`config.mk`:
```
export PLATFORM = sky130hd
export DESIGN_NAME = usb_rx_packet_ctrl
export DESIGN_NICKNAME = d
export VERILOG_FILES = /design/src/rtl/usb_rx_packet_ctrl.sv
export SDC_FILE = /design/constraint.sdc
export NUM_CORES = 1
export LEC_CHECK = 0
export BUFFER_PORTS_ARGS = -buffer_cell sky130_fd_sc_hd__buf_4
export CORE_MARGIN = 10
export CORE_UTILIZATION = 35
export DETAILED_ROUTE_END_ITERATION = 16
export GPL_TIMING_DRIVEN = 0
export PLACE_DENSITY = 0.53
export SLEW_MARGIN = 20
export SYNTH_ARGS = -nofsm -noshare
export SYNTH_HDL_FRONTEND = slang
export SYNTH_SLANG_ARGS = --single-unit
```
`constraint.sdc`:
```
create_clock -name clk36 -period 2.66 [get_ports clk36]
set_clock_uncertainty 0.05 [all_clocks]
set_input_delay 0.266 -clock clk36 [delete_from_list [all_inputs] [get_ports clk36]]
set_output_delay 0.266 -clock clk36 [all_outputs]
set_load 0.02 [all_outputs]
```
`src/rtl/usb_rx_packet_ctrl.sv`:
```
`default_nettype none
// ============================================================================
// Module   : usb_rx_packet_ctrl
// Purpose  : Packet-level receive sequencer behind the JK decoder. Frames
//            the decoded bit stream, checks SYNC/PID, assembles payload bytes.
// Revision : 1.0 - initial release
// ============================================================================
module usb_rx_packet_ctrl #(
  parameter int IDLE_TIMEOUT = 8,
  parameter int MAX_BYTES    = 1025
) (
  input  logic       clk36,
  input  logic       reset,
  input  logic       bit_in,
  input  logic       bit_valid,
  input  logic       bus_sop,
  input  logic       bus_reset,
  output logic [3:0] pid_out,
  output logic       pid_valid,
  output logic [7:0] byte_out,
  output logic       byte_valid,
  output logic       pkt_end,
  output logic       pkt_err,
  output logic [1:0] err_code,
  output logic       usb_reset_evt,
  output logic       busy
);

  localparam logic [2:0] c_IDLE  = 3'd0;
  localparam logic [2:0] c_SYNC  = 3'd1;
  localparam logic [2:0] c_PID   = 3'd2;
  localparam logic [2:0] c_DATA  = 3'd3;
  localparam logic [2:0] c_DRAIN = 3'd4;

  localparam logic [1:0] c_ERR_SYNC  = 2'd0;
  localparam logic [1:0] c_ERR_PID   = 2'd1;
  localparam logic [1:0] c_ERR_ABORT = 2'd2;
  localparam logic [1:0] c_ERR_OVFL  = 2'd3;

  localparam int c_TO_W = $clog2(IDLE_TIMEOUT + 1);
  localparam int c_BC_W = $clog2(MAX_BYTES + 1);
  localparam logic [c_TO_W-1:0] c_TO_LAST  = c_TO_W'(IDLE_TIMEOUT - 1);
  localparam logic [c_TO_W-1:0] c_TO_ONE   = c_TO_W'(1);
  localparam logic [c_BC_W-1:0] c_BYTE_MAX = c_BC_W'(MAX_BYTES);
  localparam logic [c_BC_W-1:0] c_BC_ONE   = c_BC_W'(1);

  logic [2:0]        r_state;
  logic [7:0]        r_shreg;
  logic [2:0]        r_bit_cnt;
  logic [c_BC_W-1:0] r_byte_cnt;
  logic [c_TO_W-1:0] r_to_cnt;
  logic              r_bus_reset_d;

  logic [3:0] r_pid_out;
  logic       r_pid_valid;
  logic [7:0] r_byte_out;
  logic       r_byte_valid;
  logic       r_pkt_end;
  logic       r_pkt_err;
  logic [1:0] r_err_code;
  logic       r_usb_reset_evt;

  logic [7:0] w_byte;
  logic       w_byte_done;
  logic       w_to_hit;
  logic       w_in_pkt;

  // LSB-first: each new bit enters at the top and walks down to bit 0.
  assign w_byte      = {bit_in, r_shreg[7:1]};
  assign w_byte_done = (r_bit_cnt == 3'd7);
  assign w_to_hit    = (r_to_cnt == c_TO_LAST);
  assign w_in_pkt    = (r_state == c_SYNC) || (r_state == c_PID) || (r_state == c_DATA);

  always_ff @(posedge clk36) begin
    if (reset) begin
      r_state         <= c_IDLE;
      r_shreg         <= 8'd0;
      r_bit_cnt       <= 3'd0;
      r_byte_cnt      <= '0;
      r_to_cnt        <= '0;
      r_bus_reset_d   <= 1'b0;
      r_pid_out       <= 4'd0;
      r_pid_valid     <= 1'b0;
      r_byte_out      <= 8'd0;
      r_byte_valid    <= 1'b0;
      r_pkt_end       <= 1'b0;
      r_pkt_err       <= 1'b0;
      r_err_code      <= 2'd0;
      r_usb_reset_evt <= 1'b0;
    end else begin
      r_pid_valid     <= 1'b0;
      r_byte_valid    <= 1'b0;
      r_pkt_end       <= 1'b0;
      r_pkt_err       <= 1'b0;
      r_usb_reset_evt <= 1'b0;
      r_bus_reset_d   <= bus_reset;

      if (bus_reset) begin
        r_state    <= c_IDLE;
        r_shreg    <= 8'd0;
        r_bit_cnt  <= 3'd0;
        r_byte_cnt <= '0;
        r_to_cnt   <= '0;
        if (!r_bus_reset_d) begin
          r_usb_reset_evt <= 1'b1;
          if (w_in_pkt) begin
            r_pkt_end  <= 1'b1;
            r_pkt_err  <= 1'b1;
            r_err_code <= c_ERR_ABORT;
          end
        end
      end else if (bus_sop) begin
        // A new SOP aborts whatever was in flight; DRAIN already reported.
        if (w_in_pkt) begin
          r_pkt_end  <= 1'b1;
          r_pkt_err  <= 1'b1;
          r_err_code <= c_ERR_ABORT;
        end
        r_state    <= c_SYNC;
        r_shreg    <= 8'd0;
        r_bit_cnt  <= 3'd0;
        r_byte_cnt <= '0;
        r_to_cnt   <= '0;
      end else if (r_state != c_IDLE) begin
        if (bit_valid) begin
          r_to_cnt <= '0;
          if (r_state != c_DRAIN) begin
            r_shreg   <= w_byte;
            r_bit_cnt <= r_bit_cnt + 3'd1;
            if (w_byte_done) begin
              case (r_state)
                c_SYNC: begin
                  if (w_byte == 8'h80) begin
                    r_state <= c_PID;
                  end else begin
                    r_pkt_end  <= 1'b1;
                    r_pkt_err  <= 1'b1;
                    r_err_code <= c_ERR_SYNC;
                    r_state    <= c_DRAIN;
                  end
                end
                c_PID: begin
                  if (w_byte[7:4] == ~w_byte[3:0]) begin
                    r_pid_out   <= w_byte[3:0];
                    r_pid_valid <= 1'b1;
                    r_state     <= c_DATA;
                  end else begin
                    r_pkt_end  <= 1'b1;
                    r_pkt_err  <= 1'b1;
                    r_err_code <= c_ERR_PID;
                    r_state    <= c_DRAIN;
                  end
                end
                c_DATA: begin
                  if (r_byte_cnt == c_BYTE_MAX) begin
                    r_pkt_end  <= 1'b1;
                    r_pkt_err  <= 1'b1;
                    r_err_code <= c_ERR_OVFL;
                    r_state    <= c_DRAIN;
                  end else begin
                    r_byte_out   <= w_byte;
                    r_byte_valid <= 1'b1;
                    r_byte_cnt   <= r_byte_cnt + c_BC_ONE;
                  end
                end
                default: r_state <= c_DRAIN;
              endcase
            end
          end
        end else if (w_to_hit) begin
          r_state    <= c_IDLE;
          r_to_cnt   <= '0;
          r_bit_cnt  <= 3'd0;
          r_byte_cnt <= '0;
          if ((r_state == c_DATA) && (r_bit_cnt == 3'd0)) begin
            r_pkt_end <= 1'b1;
          end else if (r_state != c_DRAIN) begin
            r_pkt_end  <= 1'b1;
            r_pkt_err  <= 1'b1;
            r_err_code <= c_ERR_ABORT;
          end
        end else begin
          r_to_cnt <= r_to_cnt + c_TO_ONE;
        end
      end
    end
  end

  assign pid_out       = r_pid_out;
  assign pid_valid     = r_pid_valid;
  assign byte_out      = r_byte_out;
  assign byte_valid    = r_byte_valid;
  assign pkt_end       = r_pkt_end;
  assign pkt_err       = r_pkt_err;
  assign err_code      = r_err_code;
  assign usb_reset_evt = r_usb_reset_evt;
  assign busy          = (r_state != c_IDLE);

endmodule
`default_nettype wire

```
### Word-level counts from Yosys, hierarchy flattened

Cells that the tools add are included.

* bitwise gates (word level): 10
* mux-type cells: 59
* reduce and logical (&&, ||, !) cells: 24
* $add $sub $neg: 3
* equal/unequal tests: 24

Operator list (number)
* $mux 11: 6
* $mux 2: 14
* $mux 3: 9
* $mux 1: 25
* $reduce_and 8->1: 2
* $reduce_or 8->1: 2
* $reduce_bool 3->1: 4
* $add 11x1->11 const B: 1
* $eq 11x11->1 const B: 1
* $ne 5x5->1 const B: 2
* $reduce_and 10->1: 1
* $reduce_and 5->1: 2
* $not 1->1: 9
* $pmux 3 s3: 1
* $eq 8x8->1 const B: 1
* $mux 4: 2
* $eq 3x2->1 const B: 2
* $ne 2x1->1 const B: 3
* $ne 3x1->1 const B: 2
* $ne 6x1->1 const B: 1
* $pmux 2 s3: 1
* $reduce_and 3->1: 2
* $reduce_and 6->1: 1
* $ne 5x4->1 const B: 1
* other kinds (21): 25

* input port bits: 6
* bits in registers: 49
* output and inout bits: 20

### Depth between registers and ports, before layout

* word-level depth: 10
* depth in mapped cells: 8

### Worst setup path after synthesis

Ideal clock, no wire load.

* path kind: register to register
* from: register r_byte_cnt[0]
* to: register r_err_code[0] (netlist: err_code[0])
* buffers on the path: 0
* data arrival time: 1.693 ns
* data required time: 2.488 ns
* stages on the path, launching flop included: 7
* setup time: 0.122 ns
* path slack: 0.795 ns
* path through: dfxtp_1 -> ha_1 -> nor4b_4 -> a31oi_2 -> a2111oi_4 -> o22ai_1 -> a221o_1

* cells in the longest elaborated chain, start to end: 3

Ends and longest elaborated chain
* from (decl): RTL line 50 `logic [c_BC_W-1:0] r_byte_cnt;`
* from (signal assigned): RTL line 163 `r_byte_cnt <= r_byte_cnt + c_BC_ONE;`
* $eq 11x11->1: RTL line 155 `if (r_byte_cnt == c_BYTE_MAX) begin`
* $ne 5x4->1 (no source line)
* $reduce_and 10->1 (no source line)
* to (signal assigned): RTL line 150 `r_err_code <= c_ERR_PID;`
* to (signal assigned): RTL line 158 `r_err_code <= c_ERR_OVFL;`
* to (signal assigned): RTL line 180 `r_err_code <= c_ERR_ABORT;`
* to (decl): RTL line 60 `logic [1:0] r_err_code;`

Every way passes these cells.
A chain may end at the register's enable or synchronous reset.

### Worst setup path after layout

* from: register r_byte_cnt[0]
* to: register r_err_code[1] (netlist: err_code[1])

Same word-level chain as after synthesis.

==> flow_summary.json <==
{
  "run_status": "finished, final reports clean",
  "grt_pass1_wl_mm": 9.867,
  "synth_area_leaders": "dfxtp_1 38%, a21oi_1 5.3%, nand2_1 5.3%",
  "grt_start_max_net_pins": 15,
  "cts_resized": 0,
  "final_layout_size_suffix_gt1_frac": 0.2129,
  "fmax_mhz": 483.0,
  "regArea_um2": 960.9,
  "seq_power_share": 0.584,
  "io_buffers": 24,
  "wl_per_cell_um": 14.29,
  "drcViolationCount": 0,
  "cap_violations": 0,
  "dr.first_iter.drc_count": 145,
  "die_area_mm2": 0.01104,
  "drt_first_pass_iters": 4,
  "postSynth.asyncResetShare": 0,
  "post_drt_via_cell_ratio": 5.059,
  "finish.instance_area_mm2": 0.002914,
  "finalCriticalPeriod_ns": 2.070,
  "postCtsHoldBufs": 0,
  "postSynthNetCount": 291,
  "synth_flop_type": "dfxtp_1",
  "grt_use_total": 0.1062,
  "yosysWarnings": 0,
  "power.share.switching": 0.2482,
  "final_replace_weighted_congestion": 0.7796,
  "hpwl_dp_mm": 4.325,
  "path_class": "reg2reg",
  "total_power_mw": 1.245,
  "final_nets": 322,
  "hold_slack_ns": 0.09959,
  "timing.hold.worst.class": "in2reg",
  "timing.final.max_slew_violations": 0,
  "worstHoldStart": "reset",
  "worstPathArrival_ns": 2.25,
  "post_synth_edffs": 0,
  "critical_path_data_required_time_ns": 2.84,
  "floorplan.die.width_um": 105.1,
  "tritoncts_num_sinks": 48,
  "areaGrowthSynthToFinish_pct": 15.07,
  "fin_setup_tns_ns": 0,
  "placement.cell_area_mm2": 0.002833,
  "clkPwrFrac": 0.340,
  "power_per_standard_cell_area_mw_per_mm2": 427.1,
  "power.internal_mw": 0.9357,
  "power_frac_comb": 0.076,
  "core_box_area_mm2": 0.006907,
  "worst_pin_slew_ns": 0.6117,
  "routed_wirelength_mm": 5.803,
  "timing.final.hold_violations": 0,
  "antenna_violations_before_repair": 0,
  "crit-reg2reg-launch": "r_byte_cnt[0]",
  "setup_repair_after_global_routing_missed_its_margin": "no",
  "min_path_cells": 2,
  "ant_nets": 0,
  "routed_vias": 2054,
  "netlist_top_cells_count": "48 x dfxtp_1, 36 x nand2_1, 27 x a21oi_1",
  "synth.largest_area_cell": "dfxtp_1",
  "cp_endpoint_kind": "flip-flop",
  "setup.worst_path.start_class": "flip-flop",
  "clkSlewWorstSetupHoldPaths_ns": 0.09,
  "yosys.area.top_type_share": 0.3794,
  "multi_input_comb_area_mm2": 0.001438,
  "slew_headroom": 0.5907,
  "htree_num_levels": 2,
  "post-route-period-util": 0.7784,
  "yosys.cell_count.top_type": "dfxtp_1",
  "vias_in_the_first_global_route": 1924,
  "antennaDiodeCount": 0,
  "peakVddDrop_v": 0.0001448,
  "postCtsSetupBuffers": 0,
  "grt.overflow.total": 0,
  "syn_area_mm2": 0.002532,
  "syn_area_per_cell_um2": 9.077,
  "cts_tree": "yes",
  "height_of_the_chip_um": 105.1,
  "initial_utilization": 0.3667,
  "number_of_cells_produced_by_synthesis": 279,
  "clock_tree.root_cell": "clkbuf_8",
  "synth_sequential_area_ratio": 0.3794,
  "cts_inserted_buffers": 5,
  "post_synth_num_cell_types": 65,
  "ios": 26,
  "p_switching_mw": 0.3089,
  "n_fill_cell": 737,
  "register_bit_total_from_synthesis": 48,
  "final-setup-viol-count": 0,
  "clk_latency_ns": 0.30,
  "r2r_cells": 6,
  "power_leakage_nw": 0.9961,
  "clockBufferDepth": 2,
  "worstPathMaxFanout": 5,
  "core.rowCount": 30,
  "worstSetupStartpoint": "r_byte_cnt[0]"
}
==> worst max-delay path: stages, from the launching register on <==
cell       delay (ns)
dfxtp_1          0.40
ha_1             0.18
nor4b_4          0.25
a31oi_2          0.17
a2111oi_4        0.46
o221ai_1         0.19
a221oi_2         0.29
==> cells in the final DEF (no fill, tap or decap), types with 3 or more instances in the layout <==
master	n
and3_1	3
or2_2	3
nand2_1	36
nor3_1	4
clkbuf_1	3
a211oi_1	6
xnor2_1	10
dfxtp_1	48
nor2b_1	6
a21oi_1	27
nor4_1	3
mux2i_1	4
buf_4	24
a2111oi_4	3
a21o_1	3
nand3_1	4
o21ai_0	15
ha_1	6
nor2_1	26
nand4_1	4
clkbuf_8	5
buf_6	5
or3_1	4
inv_1	8
==> final cells by class <==
cell class | count | area share
multi-input combinational | 209 | 0.4933
sequential | 48 | 0.3298
timing repair buffer | 24 | 0.06183
tap | 96 | 0.04122
buffer | 13 | 0.03435
clock buffer | 5 | 0.02362
inverter | 9 | 0.01159
clock inverter | 2 | 0.004294
==> worst paths after layout <==
check,endpoint,slack (ns)
max,err_code[1],0.59
min,r_bus_reset_d,0.1
max reg2reg,err_code[1],0.59
min reg2reg,err_code[1],0.42
==> metrics by stage <==
stage | utilization | setup WS, ns | std cells
finish | 0.4219 | 0.5895 | 406
global placement | 0.4101 | 0.5933 | 399
CTS | 0.4219 | 0.5883 | 406
floorplan | - | 0.7947 | 279
detailed placement | 0.4101 | 0.6188 | 399
global route | 0.4219 | 0.3963 | 406
==> registers in the layout, indices dropped and copies added (netlist names) <==
register and flops:
r_byte_cnt 11, byte_out 8, r_shreg 7, pid_out 4, r_to_cnt 4, r_bit_cnt 3, r_state 3, err_code 2
byte_valid 1, pid_valid 1, pkt_end 1, pkt_err 1, r_bus_reset_d 1, usb_reset_evt 1
==> power by group through the flow <==
stage | Combinational (mW) | Sequential (mW) | Clock [mW]
2_1_floorplan | 0.0599 | 0.747 | 0
3_3_place_gp | 0.0948 | 0.744 | 0
3_5_place_dp | 0.0941 | 0.744 | 0
4_1_cts | 0.0945 | 0.727 | 0.440
5_1_grt | 0.104 | 0.728 | 0.465
6_report | 0.0944 | 0.727 | 0.423
==> kinds of logic (layout without fill, tap and decap cells) <==
logic type,after synthesis,after routing,share of synthesized area
fa+ha+maj,6,6,0.02964
compound gates,71,71,0.2080
simple gates,118,118,0.2797
mux,4,4,0.01581
xor+xnor,10,10,0.03458
flops,48,48,0.3794
buf+inv,22,53,0.05286
==> metal layers <==
layer / global-route usage / part of all wire
met2: 0.1423 / 0.40
met4: 0.02745 / 0.0078
met1: 0.1606 / 0.54
met3: 0.02641 / 0.047
met5: 0 / 0
Note: power is estimated with default switching activity, not from simulation.
